--- src/rtl/mx11_sequencer.sv ---
// mx11_sequencer: MX11 fetch/decode sequencer feeding the SEU.
// Ports: start/halted/illegal, imem req/ack bus, flags in, SEU bundle, imm load strobe.
module mx11_sequencer #(
  parameter int                  PC_WIDTH = 8,
  parameter logic [PC_WIDTH-1:0] RESET_PC = '0,
  parameter int                  ZERO_BIT = 1
) (
  input  logic                clk,
  input  logic                rst_n,
  input  logic                start,
  output logic                halted,
  output logic                illegal,
  output logic                imem_req,
  output logic [PC_WIDTH-1:0] imem_addr,
  input  logic                imem_ack,
  input  logic [15:0]         imem_rdata,
  input  logic [7:0]          flags,
  output logic [3:0]          opcode,
  output logic [3:0]          src_a,
  output logic [3:0]          src_b,
  output logic [3:0]          dst_f,
  output logic                fetch,
  output logic                cs_n,
  output logic                imm_valid,
  output logic [3:0]          imm_dst,
  output logic [7:0]          imm_data
);

  typedef enum logic [2:0] {
    S_IDLE,
    S_FETCH,
    S_DECODE,
    S_EXEC,
    S_FETCH_OP,
    S_HALT
  } state_t;

  state_t state;
  state_t state_nx;

  logic [PC_WIDTH-1:0] pc;
  logic [15:0]         ir;

  logic [3:0] ir_sub;
  logic       is_alu;
  logic       sys_halt;
  logic       sys_op;
  logic       sys_ill;
  logic       sub_ldi;
  logic       sub_jmp;
  logic       unused_flags;

  assign ir_sub   = ir[7:4];
  assign is_alu   = (ir[15:12] != 4'd0);
  // System decode is gated by !is_alu so the
  // DECODE selector stays one-hot.
  assign sys_halt = !is_alu && (ir_sub == 4'd1);
  assign sys_op   = !is_alu && (ir_sub >= 4'd2)
                    && (ir_sub <= 4'd4);
  assign sys_ill  = !is_alu && (ir_sub >= 4'd5);
  assign sub_ldi  = (ir_sub == 4'd2);
  assign sub_jmp  = (ir_sub == 4'd3);

  assign unused_flags = ^flags;

  // State register
  always_ff @(posedge clk or negedge rst_n) begin
    if (!rst_n) begin
      state <= S_IDLE;
    end else begin
      state <= state_nx;
    end
  end

  // Next-state logic
  always_comb begin
    state_nx = state;
    unique case (state)
      S_IDLE, S_HALT: begin
        if (start) state_nx = S_FETCH;
      end
      S_FETCH: begin
        if (imem_ack) state_nx = S_DECODE;
      end
      S_DECODE: begin
        unique case (1'b1)
          is_alu:   state_nx = S_EXEC;
          sys_halt: state_nx = S_HALT;
          sys_op:   state_nx = S_FETCH_OP;
          default:  state_nx = S_FETCH;
        endcase
      end
      S_EXEC: begin
        state_nx = S_FETCH;
      end
      S_FETCH_OP: begin
        if (imem_ack) state_nx = S_FETCH;
      end
      default: begin
        state_nx = S_IDLE;
      end
    endcase
  end

  // Output logic
  always_comb begin
    halted    = (state == S_IDLE)
             || (state == S_HALT);
    imem_req  = (state == S_FETCH)
             || (state == S_FETCH_OP);
    fetch     = imem_req;
    cs_n      = (state != S_EXEC);
    illegal   = (state == S_DECODE) && sys_ill;
    imem_addr = pc;
  end

  // PC, IR, SEU bundle and immediate port.
  // SEU fields are loaded while leaving DECODE
  // so they are valid in EXEC and hold after.
  always_ff @(posedge clk or negedge rst_n) begin
    if (!rst_n) begin
      pc        <= RESET_PC;
      ir        <= '0;
      opcode    <= '0;
      dst_f     <= '0;
      src_a     <= '0;
      src_b     <= '0;
      imm_valid <= 1'b0;
      imm_dst   <= '0;
      imm_data  <= '0;
    end else begin
      imm_valid <= 1'b0;
      if (state == S_FETCH && imem_ack) begin
        ir <= imem_rdata;
        pc <= pc + 1'b1;
      end
      if (state == S_DECODE && is_alu) begin
        opcode <= ir[15:12];
        dst_f  <= ir[11:8];
        src_a  <= ir[7:4];
        src_b  <= ir[3:0];
      end
      if (state == S_FETCH_OP && imem_ack) begin
        unique case (1'b1)
          sub_ldi: begin
            imm_valid <= 1'b1;
            imm_dst   <= ir[11:8];
            imm_data  <= imem_rdata[7:0];
            pc        <= pc + 1'b1;
          end
          sub_jmp: begin
            pc <= imem_rdata[PC_WIDTH-1:0];
          end
          default: begin
            if (flags[ZERO_BIT]) begin
              pc <= imem_rdata[PC_WIDTH-1:0];
            end else begin
              pc <= pc + 1'b1;
            end
          end
        endcase
      end
    end
  end

endmodule
--- config.mk ---
export PLATFORM = sky130hd
export DESIGN_NAME = mx11_sequencer
export DESIGN_NICKNAME = d
export VERILOG_FILES = /design/src/rtl/mx11_sequencer.sv
export SDC_FILE = /design/constraint.sdc
export NUM_CORES = 1
export LEC_CHECK = 0
export ABC_AREA = 1
export CORE_ASPECT_RATIO = 1.2
export CORE_MARGIN = 1.5
export CORE_UTILIZATION = 51
export CTS_CLUSTER_DIAMETER = 80
export DETAILED_ROUTE_END_ITERATION = 16
export PLACE_DENSITY = 0.95
export REMOVE_ABC_BUFFERS = 1
export SKIP_CTS_REPAIR_TIMING = 1
export SKIP_LAST_GASP = 1
export SYNTH_ARGS = -nofsm -noshare
export SYNTH_HDL_FRONTEND = slang
export SYNTH_SLANG_ARGS = --single-unit
--- constraint.sdc ---
create_clock -name clk -period 2.2 [get_ports clk]
set_input_delay 0.44 -clock clk [delete_from_list [all_inputs] [get_ports clk]]
set_output_delay 0.44 -clock clk [all_outputs]
set_load 0.02 [all_outputs]
After elaboration in Yosys (flattened, before gate mapping)
Cells that the tools add are included.

Add/subtract/negate cells: 1. Magnitude comparators: 3. Equality and inequality tests: 12. Multiplexer cells: 11. Reductions and logical operators: 17.

Operator list (number): 2-to-1 mux 8 bit (3); one-hot mux 8 bit (2 select lines) (1); one-hot mux 3 bit (5 select lines) (1); 2-to-1 mux 3 bit (3); one-hot mux 3 bit (3 select lines) (1); adder 8 x 1 -> 8 bit, second input constant (1); == test 4 x 2 -> 1 bit, second input constant (2); logical AND 1 bit (8); == test 3 x 2 -> 1 bit, second input constant (2); == test 3 bit, second input constant (2); inequality test 2 bit, second input constant (3); == test 4 x 1 -> 1 bit, second input constant (1); greater-or-equal comparator 4 x 2 -> 1 bit, second input constant (1); greater-or-equal comparator 4 x 3 -> 1 bit, second input constant (1); less-or-equal comparator 4 x 3 -> 1 bit, second input constant (1); nonzero test 4 bit (1); == test 3 x 1 -> 1 bit, second input constant (1); zero test 3 bit (1); inequality test 3 x 2 -> 1 bit, second input constant (1); AND reduction 3 bit (1); logical OR 1 bit (2); 2-to-1 mux 1 bit (2); AND reduction 2 bit (1); nonzero test 2 bit (1); other kinds (2) (2).

Bits in registers: 56. Input port bits: 28. Word-level logic and storage cells: 54.

Logic depth before layout (Yosys ltp)
Depth in word-level cells: 6. Depth in mapped cells: 9. Gate-level depth less buffers: 9.

Least setup slack after synthesis
Ideal clock, no wire load.

Path kind: register to output. From: register state[2]. To: output illegal. Arrival: 1.187 ns. Required time: 1.760 ns. Slack: 0.573 ns. Cell stages (with the launch flop): 4. Path through: dfrtp_1 > nor3_2 > inv_1 > nor3_1.

Longest elaborated chain between the ends: 2.

RTL lines: start, declared (line 38) `state_t state;`; start signal, assigned (line 71) `state <= state_nx;`; == test 3 x 2 -> 1 bit (line 113) `illegal = (state == S_DECODE) && sys_ill;`; logical AND 1 bit (line 113); end, declared (line 12) `output logic illegal,`.

No other way between the ends.

Worst setup path in the final report
From: register state[2]. To: output cs_n.

Longest elaborated chain between the ends: 1.

RTL lines: inequality test 3 x 2 -> 1 bit (line 112) `cs_n = (state != S_EXEC);`; end, declared (line 23) `output logic cs_n,`.

No other way between the ends.

==> flow_metrics.py <==
metrics = {
    "run_status": {
        "outcome": "complete, no violations",
    },
    "floorplan": {
        "pin_count": 70,
        "die_x_um": 67.2,
        "core.rowCount": 27,
        "core_mm2": 0.00466,
        "die_height_um": 80.1,
        "floorplan.die_area_mm2": 0.00539,
        "initial_utilization": 0.542,
    },
    "synth": {
        "post_synth_edffs": 0,
        "yosys_warnings": 0,
        "yosys_register_bits": 56,
        "share_of_async_settable_or_async_resettable_flops_after_synthesis": 1.00,
        "synth_area_leader_cell": "dfrtp_1",
        "yosys.cell_count.top_type": "nand2_1",
        "post_synth_top_area_share": 0.555,
        "seq_area_frac_synth": 0.555,
        "compound_gate_portion_of_the_synthesized_area": 0.0867,
        "yosys-mux-area-fraction": 0.0669,
        "post_synth_main_area_contributors": "dfrtp_1 (55%), nand2_1 (12%), mux2_2 (4.9%), o21ai_0 (4.8%), inv_1 (4.5%)",
        "dominantRegCellSynth": "dfrtp_1",
        "netlist_area_mm2": 0.00253,
        "synth_commonest_cells": "nand2_1 (83), dfrtp_1 (56), inv_1 (30), o21ai_0 (24), nor2_1 (12)",
        "synth-simple-area-share": 0.206,
        "synth_area_per_cell_um2": 9.22,
        "dominant_combinational_cell_family_by_area_after_synthesis": "simple AND/OR/NAND/NOR gates",
        "yosys.area_share.adder": 0.00495,
        "synthCells": 274,
        "yosysUniqueCellTypes": 30,
        "fraction_of_synthesized_cell_area_in_xor_and_xnor_cells": 0.0104,
    },
    "timing": {
        "fin_tns_setup_ps": 0,
        "worst_clock_skew_ps": 8.18,
        "max_slew.worst_pin.slew_ps": 346,
        "rsz0062_at_grt": "no",
        "report.final.hold_viol_count": 0,
        "slew_viol_final": 0,
        "timing.final.setup_violations": 0,
        "period_needed_ps": 2020,
        "fin_crit_sh": 0.919,
        "max_clock_freq_mhz": 495,
        "max-slew-margin-rel": 0.769,
    },
    "routing": {
        "viasPerCell": 5.26,
        "detail_route.wirelength_mm": 5.45,
        "routed-via-count": 2092,
        "wl_per_cell_um": 13.7,
        "postRouteAntennaNets": 0,
        "route.detailed.drc": 0,
        "drt-pass1-iter-count": 4,
        "first_iter_violations": 103,
    },
    "critical_path": {
        "worstPathArrival_ps": 1580,
        "crit_chain": "nor2_2, nand2_1, clkdlybuf4s50_1",
        "worst-path-buf-inv": 1,
        "r2r_cells": 8,
        "crit_type": "reg2out",
        "crit_path_max_fanout": 7,
        "r2r-start": "state[1]",
        "worstSetupEndpointType": "output pin",
        "slowest_stage": "clkdlybuf4s50_1",
        "cp_data_required_time_ps": 1760,
        "regToRegEndpoint": "imem_addr[5]",
        "startpoint_type": "register",
        "critical-path-top-delay-family": "buffers and inverters",
        "regToRegSetupSlack_ps": 590,
        "cp_slowest_stage_delay_ps": 540,
    },
    "placed_design": {
        "buffer_ports.inserted": 62,
        "hpwl_mm": 3.94,
        "place_congestion": 0.804,
    },
    "power_and_ir_drop": {
        "power.density_mw_per_mm2": 1230,
        "post-layout-total-power_uw": 4080,
        "power.sequential.fraction": 0.402,
        "total_switching_power_uw": 1650,
        "power.static_leakage_uw": 0.00166,
        "p_clk_frac": 0.139,
        "switching_share": 0.405,
        "internal_power_uw": 2430,
        "comb_power_share": 0.459,
        "vdd.ir_drop.worst_mv": 0.724,
    },
    "finish": {
        "layout-drive-gt1-share": 0.121,
        "fillCellCount": 366,
        "nNetsFinal": 368,
        "insertedDiodeCount": 0,
        "final_core_util": 0.713,
        "area_growth_pct": 31.6,
        "area_of_the_multi_input_gates_um2": 947,
        "layout.area.seq_mm2": 0.00140,
    },
    "clocking": {
        "clkLatencyLatePin_ps": 310,
        "cts_inserted_buffers": 5,
        "clkSinkCount": 56,
        "tritoncts_clock_tree": "done",
        "clock_transition_at_the_registers_of_the_reported_paths_ps": 100,
        "cts_max_path_buffers": 2,
        "cts_root_buf": "clkbuf_8",
        "htree_num_levels": 2,
    },
    "run": {
        "max_cap_violations": 0,
    },
    "min_path": {
        "hold_class": "in2async",
    },
    "grt": {
        "gr-total-overflow": 0,
        "gr-usage-all-layers": 0.226,
        "first_global_vias": 2084,
        "wire_length_of_the_first_global_routing_pass_mm": 9.44,
        "number_of_antenna_violations_at_the_first_check_in_global_routing": 0,
        "grt_start_max_net_pins": 57,
    },
}
-- through the flow --
step | std cells | hold slack [ps] | area (um^2) | worst slack, ps
after floorplan | 265 | 144 | 2460 | 573
after global placement | 390 | 460 | 3230 | 219
after detailed placement | 390 | 465 | 3230 | 182
after CTS | 398 | 127 | 3310 | -157
after global routing | 398 | 131 | 3330 | 123
final | 398 | 112 | 3330 | 179
-- power groups by stage --
stage | sequential (uW) | combinational [uW] | clock, uW
6_report | 1640 | 1870 | 568
5_1_grt | 1690 | 2090 | 608
4_1_cts | 1640 | 1890 | 569
3_5_place_dp | 1660 | 1870 | 0
3_3_place_gp | 1640 | 1810 | 0
2_1_floorplan | 1850 | 861 | 0
-- placed cells by master (no fill, tap or decap), drive strengths merged, types with 8 or more instances in the layout --
cell and count:
clkdlybuf4s50 57, o21ai 29, a21oi 8, nand3 13
nor2 16, inv 32, nand2 84, dfrtp 56
mux2 14
-- area by class of cell --
type                       instances  share of cell area
clock buffer                       6              0.0218
sequential                        56               0.422
clock inverter                     2             0.00414
timing repair buffer              67               0.211
inverter                          31              0.0350
multi-input combinational        178               0.285
tap                               58              0.0218
-- sequential cells by signal (all words and copies together) (netlist names), 3 cells and up --
signal     cells
opcode         4
imem_addr      8
imm_data       8
src_b          4
ir            16
dst_f          4
src_a          4
imm_dst        4
state          3
-- logic make-up (layout without fill, tap and decap cells) --
logic type / Yosys count / count (layout)
mux: 14 / 14
xor+xnor: 3 / 3
compound gates: 41 / 41
fa+ha+maj: 1 / 1
buf+inv: 40 / 106
simple gates: 119 / 119
flops: 56 / 56
-- metal layers --
metal / vias up / track usage / wire [um]
met5: - / 0 / 0
li1: 997 / - / -
met4: 0 / 0.0755 / 95
met3: 9 / 0.0420 / 302
met2: 69 / 0.389 / 2790
met1: 1017 / 0.283 / 2260
-- worst max path at each step --
stage	start	endpoint	slack, ps	cells past startpoint
3_3_place_gp	state[2]	illegal	220	4
5_1_grt	state[2]	cs_n	120	3
6_report	state[2]	cs_n	180	3
3_5_place_dp	state[2]	illegal	180	4
2_1_floorplan	state[2]	illegal	570	3
4_1_cts	state[2]	illegal	-160	4
(Power assumes the default switching activity.)
